$ cat src/rtl/jtag_pkg.sv
// Shared definitions for the JTAG shift engine: FSM encoding, CMD field positions
// and the fixed TMS walks (LSB is driven first).
package jtag_pkg;

    typedef enum logic [2:0] {
        ST_IDLE   = 3'd0,
        ST_TAPRST = 3'd1,
        ST_HEAD   = 3'd2,
        ST_SHIFT  = 3'd3,
        ST_TAIL   = 3'd4,
        ST_FINISH = 3'd5
    } state_e;

    localparam int CMD_HEAD = 0;
    localparam int CMD_TAIL = 1;
    localparam int CMD_IR   = 2;
    localparam int CMD_TRST = 3;

    localparam logic [7:0] TAPRST_TMS  = 8'b0001_1111;
    localparam int         TAPRST_LEN  = 6;
    localparam logic [7:0] DR_HEAD_TMS = 8'b0000_0001;
    localparam int         DR_HEAD_LEN = 3;
    localparam logic [7:0] IR_HEAD_TMS = 8'b0000_0011;
    localparam int         IR_HEAD_LEN = 4;
    localparam logic [7:0] TAIL_TMS    = 8'b0000_0001;
    localparam int         TAIL_LEN    = 2;

endpackage

$ cat src/rtl/jtag_shift_engine_tck_gen.sv
// TCK divider: TCK_DIV FASTCLK cycles per half-period, idles low when disabled.
// rise_o/fall_o mark the cycle whose closing edge moves TCK high/low.
module tck_gen #(
    parameter int TCK_DIV = 4
) (
    input  logic FASTCLK,
    input  logic RST_B,
    input  logic en_i,
    output logic tck_o,
    output logic rise_o,
    output logic fall_o
);

    localparam int            CW     = (TCK_DIV > 1) ? $clog2(TCK_DIV) : 1;
    localparam logic [CW-1:0] RELOAD = CW'(TCK_DIV - 1);

    logic [CW-1:0] cnt_q, cnt_d;
    logic          tck_q, tck_d;
    logic          tc;

    assign tc = en_i && (cnt_q == '0);

    always_comb begin
        cnt_d = cnt_q;
        tck_d = tck_q;
        if (!en_i) begin
            cnt_d = RELOAD;
            tck_d = 1'b0;
        end else if (tc) begin
            cnt_d = RELOAD;
            tck_d = ~tck_q;
        end else begin
            cnt_d = cnt_q - 1'b1;
        end
    end

    always_ff @(posedge FASTCLK or negedge RST_B) begin
        if (!RST_B) begin
            cnt_q <= RELOAD;
            tck_q <= 1'b0;
        end else begin
            cnt_q <= cnt_d;
            tck_q <= tck_d;
        end
    end

    assign tck_o  = tck_q;
    assign rise_o = tc && !tck_q;
    assign fall_o = tc && tck_q;

endmodule

$ cat src/rtl/jtag_shift_engine.sv
// Multi-chain JTAG shift engine: TAP reset, DR/IR header, shift and trailer walks.
// Define JTAG_TDO_CAPTURE_EN to build the TDO capture path; otherwise RDATA is 0.
//   state  | meaning
//   IDLE   | waiting for START / INITJTAGS
//   TAPRST | TMS 1,1,1,1,1,0
//   HEAD   | RTI -> Shift-DR/IR walk
//   SHIFT  | LEN+1 data bits, LSB first
//   TAIL   | Exit1 -> Update -> RTI walk
//   FINISH | one-cycle DONE, TCK low
module jtag_shift_engine
    import jtag_pkg::*;
#(
    parameter  int DATA_W  = 32,
    parameter  int NCHAN   = 4,
    parameter  int TCK_DIV = 4,
    localparam int LW      = $clog2(DATA_W),
    localparam int CHW     = (NCHAN > 1) ? $clog2(NCHAN) : 1
) (
    input  logic              FASTCLK,
    input  logic              RST_B,
    input  logic              START,
    input  logic [3:0]        CMD,
    input  logic [LW-1:0]     LEN,
    input  logic [CHW-1:0]    CHAN,
    input  logic [DATA_W-1:0] WDATA,
    input  logic              INITJTAGS,
    input  logic [NCHAN-1:0]  TDO,
    output logic [NCHAN-1:0]  TCK,
    output logic [NCHAN-1:0]  TMS,
    output logic [NCHAN-1:0]  TDI,
    output logic              BUSY,
    output logic              DONE,
    output logic              ERR,
    output logic [DATA_W-1:0] RDATA
);

    state_e              state_q, state_d;
    logic [LW-1:0]       bit_q, bit_d, last_bit;
    logic                trail_q, ir_q, pend_q, err_q, tms_q, tdi_q;
    logic [LW-1:0]       len_q;
    logic [DATA_W-1:0]   wdata_q;
    logic [NCHAN-1:0]    sel_q, chan_oh;
    logic                idle, init_req, take_init, take_cmd;
    logic                e_trail, e_ir;
    logic [LW-1:0]       e_len;
    logic [DATA_W-1:0]   e_wdata;
    logic                tms_d, tdi_d;
    logic                tck_en, tck, tck_rise, tck_fall;

    assign idle      = (state_q == ST_IDLE);
    assign init_req  = INITJTAGS || pend_q;
    assign take_init = idle && init_req;
    assign take_cmd  = idle && START && !init_req;
    assign chan_oh   = NCHAN'(1) << CHAN;
    assign tck_en    = (state_q == ST_TAPRST) || (state_q == ST_HEAD) ||
                       (state_q == ST_SHIFT)  || (state_q == ST_TAIL);

    // On the accepting cycle the first bit is computed from the live inputs.
    assign e_trail = take_cmd ? CMD[CMD_TAIL] : trail_q;
    assign e_ir    = take_cmd ? CMD[CMD_IR]   : ir_q;
    assign e_len   = take_cmd ? LEN           : len_q;
    assign e_wdata = take_cmd ? WDATA         : wdata_q;

    tck_gen #(.TCK_DIV(TCK_DIV)) u_tck_gen (
        .FASTCLK (FASTCLK),
        .RST_B   (RST_B),
        .en_i    (tck_en),
        .tck_o   (tck),
        .rise_o  (tck_rise),
        .fall_o  (tck_fall)
    );

    always_ff @(posedge FASTCLK or negedge RST_B) begin
        if (!RST_B) begin
            state_q <= ST_IDLE;
            bit_q   <= '0;
        end else begin
            state_q <= state_d;
            bit_q   <= bit_d;
        end
    end

    always_comb begin
        last_bit = '0;
        case (state_q)
            ST_TAPRST: last_bit = LW'(TAPRST_LEN - 1);
            ST_HEAD:   last_bit = ir_q ? LW'(IR_HEAD_LEN - 1) : LW'(DR_HEAD_LEN - 1);
            ST_SHIFT:  last_bit = len_q;
            ST_TAIL:   last_bit = LW'(TAIL_LEN - 1);
            default:   last_bit = '0;
        endcase
    end

    always_comb begin
        state_d = state_q;
        bit_d   = bit_q;
        case (state_q)
            ST_IDLE: begin
                bit_d = '0;
                if (take_init) begin
                    state_d = ST_TAPRST;
                end else if (take_cmd) begin
                    if (CMD[CMD_TRST])      state_d = ST_TAPRST;
                    else if (CMD[CMD_HEAD]) state_d = ST_HEAD;
                    else                    state_d = ST_SHIFT;
                end
            end
            ST_TAPRST, ST_HEAD, ST_SHIFT, ST_TAIL: begin
                if (tck_fall) begin
                    if (bit_q == last_bit) begin
                        bit_d = '0;
                        case (state_q)
                            ST_HEAD:  state_d = ST_SHIFT;
                            ST_SHIFT: state_d = trail_q ? ST_TAIL : ST_FINISH;
                            default:  state_d = ST_FINISH;
                        endcase
                    end else begin
                        bit_d = bit_q + 1'b1;
                    end
                end
            end
            ST_FINISH: state_d = ST_IDLE;
            default:   state_d = ST_IDLE;
        endcase
    end

    // TMS/TDI are registered from the next state, so they move with TCK's fall.
    always_comb begin
        tms_d = 1'b0;
        tdi_d = 1'b0;
        case (state_d)
            ST_TAPRST: tms_d = TAPRST_TMS[bit_d[2:0]];
            ST_HEAD:   tms_d = e_ir ? IR_HEAD_TMS[bit_d[2:0]] : DR_HEAD_TMS[bit_d[2:0]];
            ST_SHIFT: begin
                tms_d = e_trail && (bit_d == e_len);
                tdi_d = e_wdata[bit_d];
            end
            ST_TAIL:   tms_d = TAIL_TMS[bit_d[2:0]];
            default: begin
                tms_d = 1'b0;
                tdi_d = 1'b0;
            end
        endcase
    end

    always_ff @(posedge FASTCLK or negedge RST_B) begin
        if (!RST_B) begin
            trail_q <= 1'b0;
            ir_q    <= 1'b0;
            len_q   <= '0;
            wdata_q <= '0;
            sel_q   <= '0;
            pend_q  <= 1'b0;
            err_q   <= 1'b0;
            tms_q   <= 1'b0;
            tdi_q   <= 1'b0;
        end else begin
            tms_q <= tms_d;
            tdi_q <= tdi_d;
            err_q <= idle ? (START && init_req) : START;
            if (take_init) begin
                pend_q <= 1'b0;
                sel_q  <= '1;
            end else begin
                if (!idle && INITJTAGS) pend_q <= 1'b1;
                if (take_cmd) begin
                    sel_q   <= chan_oh;
                    trail_q <= CMD[CMD_TAIL];
                    ir_q    <= CMD[CMD_IR];
                    len_q   <= LEN;
                    wdata_q <= WDATA;
                end
            end
        end
    end

`ifdef JTAG_TDO_CAPTURE_EN
    logic [DATA_W-1:0] cap_q, rdata_q;
    logic              tdo_bit;

    assign tdo_bit = |(TDO & sel_q);

    always_ff @(posedge FASTCLK or negedge RST_B) begin
        if (!RST_B) begin
            cap_q   <= '0;
            rdata_q <= '0;
        end else begin
            if (take_init || take_cmd)
                cap_q <= '0;
            else if (tck_rise && state_q == ST_SHIFT)
                cap_q[bit_q] <= tdo_bit;
            if (state_d == ST_FINISH && state_q != ST_FINISH)
                rdata_q <= cap_q;
        end
    end

    assign RDATA = rdata_q;
`else
    logic unused_tdo;
    assign unused_tdo = ^{TDO, tck_rise};
    assign RDATA      = '0;
`endif

    always_comb begin
        BUSY = (state_q != ST_IDLE);
        DONE = (state_q == ST_FINISH);
        ERR  = err_q;
        TCK  = sel_q & {NCHAN{tck}};
        TMS  = sel_q & {NCHAN{tms_q}};
        TDI  = sel_q & {NCHAN{tdi_q}};
    end

endmodule

$ cat config.mk
export PLATFORM = sky130hd
export DESIGN_NAME = jtag_shift_engine
export DESIGN_NICKNAME = d
export VERILOG_FILES = /design/src/rtl/jtag_pkg.sv /design/src/rtl/jtag_shift_engine_tck_gen.sv /design/src/rtl/jtag_shift_engine.sv
export SDC_FILE = /design/constraint.sdc
export NUM_CORES = 1
export LEC_CHECK = 0
export ABC_AREA = 1
export CAP_MARGIN = 40
export CORE_ASPECT_RATIO = 2
export CORE_MARGIN = 2
export CORE_UTILIZATION = 35
export CTS_CLUSTER_SIZE = 20
export DETAILED_ROUTE_END_ITERATION = 10
export DONT_BUFFER_PORTS = 1
export GPL_ROUTABILITY_DRIVEN = 1
export PLACE_DENSITY = 0.52
export SLEW_MARGIN = 20
export SYNTH_ARGS = -nofsm -noshare
export SYNTH_HDL_FRONTEND = slang
export SYNTH_SLANG_ARGS = --single-unit
$ cat constraint.sdc
create_clock -name FASTCLK -period 6.21 [get_ports FASTCLK]
set_input_delay 0.3105 -clock FASTCLK [delete_from_list [all_inputs] [get_ports FASTCLK]]
set_output_delay 0.3105 -clock FASTCLK [all_outputs]
set_load 0.02 [all_outputs]
==> flow_summary.yaml <==
outcome:
  outcome: "finished, final reports clean"
logic_synthesis:
  ys.warnings.count: 0
  synth-main-ff-cell: "dfrtp_1"
  synth_top_family_by_area: "simple AND/OR/NAND/NOR gates"
  synth-simple-area-share: 0.260
  synth_area_um2: 3450
  synthXorXnorAreaFrac: 0.0102
  synthCells: 422
  synth_edf_count: 0
  synth_fa_ha_area_frac: 0.00726
  avgSynthCellArea_um2: 8.17
  netlist.area_leader.share: 0.406
  synthTopCellsByCount: "104 x nand2_1, 58 x nand3_1, 56 x dfrtp_1, 44 x inv_1, 36 x buf_4"
  ys_seq_area_frac: 0.422
  synth_top_cell_by_area: "dfrtp_1"
  synth.distinct_cells: 34
  yosysMostFrequentCell: "nand2_1"
  synth_mux_area_frac: 0.0809
  ys_ff_latch: 58
  ys_async_sr_fraction: 1.00
  synth_area_leaders: "dfrtp_1 41%, nand2_1 11%, nand3_1 8.4%, buf_4 7.8%, mux2_2 6.5%"
  synth-compound-area-share: 0.0726
worst_setup_path:
  path_buf_inv: 2
  crit_arrival_ns: 3.66
  path_class: "register to register"
  endpoint_kind: "register"
  crit_slowest_cell: "nor2_4"
  cp-start-kind: "register"
  crit_family: "simple AND/OR/NAND/NOR gates"
  crit_chain: "nor2_2, inv_2, nor2_2, nand2_1, nor2_4, buf_4, mux2_2, nand2_1, nand3_1, nand3_1, nand3_1, a21oi_1, nor2_1"
  critPathMaxStageDelay_ns: 0.68
  worstPathRequired_ns: 6.42
  cp_max_fo: 31
  crit_path_frequent_cell: "nand3_1"
route:
  drcViolationCount: 0
  dr_total_vias: 2707
  wl_per_cell_um: 14.8
  vias_per_cell: 4.83
  drt-total-wl_mm: 8.33
  drtPass1Iterations: 4
  drtIter0Drc: 131
  ant_nets: 0
sta:
  relSlewSlack: 0.524
  fin_crit_ns: 3.45
  tightest_slew_ns: 0.709
  hold_viol: 0
  fmax_mhz: 290
  rsz0062_at_grt: "false"
  fin_crit_sh: 0.556
  finalClockSkew_ns: 0.00349
  setup_viol: 0
  fin_setup_tns_ns: 0
  drv_slew: 0
  setup_ws_ns: 2.76
clock_tree:
  clock-sinks: 58
  clkTransAtPathRegs_ns: 0.05
  htree_levels: 3
  cts_resized: 0
  clk_latency_ns: 0.33
  cts_tree: "built"
  cts_buffers: 9
  cts_buffer_depth: 2
  clk_root_buffer_cell: "clkbuf_16"
power:
  peakVddDrop_mv: 0.210
  powerDensity_nw_per_um2: 496
  switchingPower_uw: 733
  clkPwrFrac: 0.289
  seq_power_share: 0.336
  internal_power_uw: 1150
  p_comb_frac: 0.374
  leakage_uw: 0.00187
  p_sw_frac: 0.389
global_route:
  grt.total_usage: 0.170
  grt_overflow: 0
  grt_pass1_vias: 2726
  grt_max_degree: 59
  antenna_found_initial: 0
  grt_pass1_wl_mm: 13.4
floorplan:
  die_w_um: 74.2
  core_area_um2: 9640
  ios: 98
  rows: 51
  start_util: 0.358
  fp.dieH_um: 144
  dieArea_um2: 10700
placed_design:
  gp_congestion: 0.875
  hpwlAfterDp_mm: 6.25
  port-buffer-count: 0
  placed_cells: 543
  pre_cts_slack_ns: 2.75
cells_and_area:
  antenna_cells: 0
  nets: 477
  area_delta_synth_final_pct: 10.1
  drive_gt1_frac: 0.147
  fin_cells: 561
flow_run:
  drv_cap: 0
worst_hold_path:
  hold_class: "input port to register"
[per-stage QoR]
stage	utilization	total power [uW]	hold slack (ns)	cell area, um2
floorplan	-	1220	0.0149	3560
global placement	0.355	1330	0.0164	3420
detailed placement	0.356	1340	0.0161	3430
CTS	0.394	1900	0.112	3790
global route	0.394	2030	0.128	3790
finish	0.394	1880	0.121	3790
[worst paths after layout]
kind / from / cells past startpoint / end / slack, ns
max in group asynchronous: RST_B / 2 / u_tck_gen.cnt_q[1]$_DFF_PN1_ / 5.38
min in group asynchronous: RST_B / 2 / wdata_q[3]$_DFFE_PN0N_ / 0.51
max reg2reg: state_q[0]$_DFF_PN0_ / 13 / tdi_q$_DFF_PN0_ / 2.76
min reg2reg: u_tck_gen.cnt_q[0]$_DFF_PN1_ / 1 / u_tck_gen.cnt_q[0]$_DFF_PN1_ / 0.45
min: WDATA[28] / 2 / wdata_q[28]$_DFFE_PN0N_ / 0.12
max: state_q[0]$_DFF_PN0_ / 13 / tdi_q$_DFF_PN0_ / 2.76
[logic make-up (layout without fill, tap and decap cells)]
kind of cell | count (synthesis) | after routing
XOR/XNOR | 4 | 4
other | 1 | 32
AND/OR/NAND/NOR | 193 | 193
AO/OA/AOI/OAI | 45 | 45
flip-flops | 58 | 58
buffers and inverters | 94 | 70
multiplexers | 25 | 25
adder cells (fa/ha/maj) | 2 | 2
[worst reg2reg max path, cell delays in order, from the launching register on]
cell and delay, ns:
dfrtp_1 0.48, nor2_2 0.24, inv_2 0.05, nor2_2 0.14, nand2_1 0.36, nor2_4 0.68, buf_4 0.39, mux2_2 0.40
nand2_1 0.07, nand3_1 0.09, nand3_1 0.12, nand3_1 0.08, a21oi_1 0.14, nor2_1 0.08
[power by group through the flow]
stage | Clock [uW] | Combinational, uW | Sequential, uW
2_1_floorplan | 0 | 610 | 605
3_3_place_gp | 0 | 693 | 633
3_5_place_dp | 0 | 702 | 641
4_1_cts | 554 | 716 | 635
5_1_grt | 571 | 811 | 652
6_report | 545 | 705 | 634
[per-layer routing]
metal,vias to the layer above,GRT usage,part of all wire
met5,-,0,0
met4,0,0.0842,0.030
met3,20,0.0348,0.042
met2,88,0.304,0.55
met1,1292,0.183,0.38
li1,1307,-,-
[state kept, by name, summed over array words and instances, names as in the netlist]
name / flops
state_q: 3
ir_q: 1
tdi_q: 1
sel_q: 4
wdata_q: 32
ERR: 1
tms_q: 1
pend_q: 1
trail_q: 1
u_tck_gen.tck_o: 1
len_q: 5
u_tck_gen.cnt_q: 2
bit_q: 5
[what timing repair did]
action | 4_1_cts | 5_1_grt
endpoints found under the setup margin | 0 | 0
buffers inserted | 0 | 0
hold buffers | 2 | 0
endpoints found under the hold margin | 58 | 0
[placed cells by master (no fill, tap or decap), drive strengths merged]
| cell | n |
|---|---|
| conb | 32 |
| buf | 3 |
| dlygate4sd3 | 1 |
| o21ai | 35 |
| a31o | 1 |
| o211ai | 1 |
| o2111ai | 1 |
| bufinv | 2 |
| o22ai | 1 |
| o21a | 1 |
| xor2 | 4 |
| nor2 | 17 |
| ha | 2 |
| clkinv | 2 |
| mux2i | 2 |
| nand4 | 6 |
| nand2 | 109 |
| nand3 | 59 |
| inv | 50 |
| nor3 | 2 |
| dfrtp | 56 |
| a21oi | 5 |
| dfstp | 2 |
| clkbuf | 12 |
| mux2 | 23 |
[cell type report]
cell class / instances / area (um2)
Inverter: 50 / 188
Clock inverter: 4 / 73.8
Fill cell: 992 / 5840
Clock buffer: 12 / 256
Tap cell: 132 / 165
Multi-Input combinational cell: 301 / 1610
Timing Repair Buffer: 4 / 52.6
Sequential cell: 58 / 1450
(Power assumes the default switching activity.)
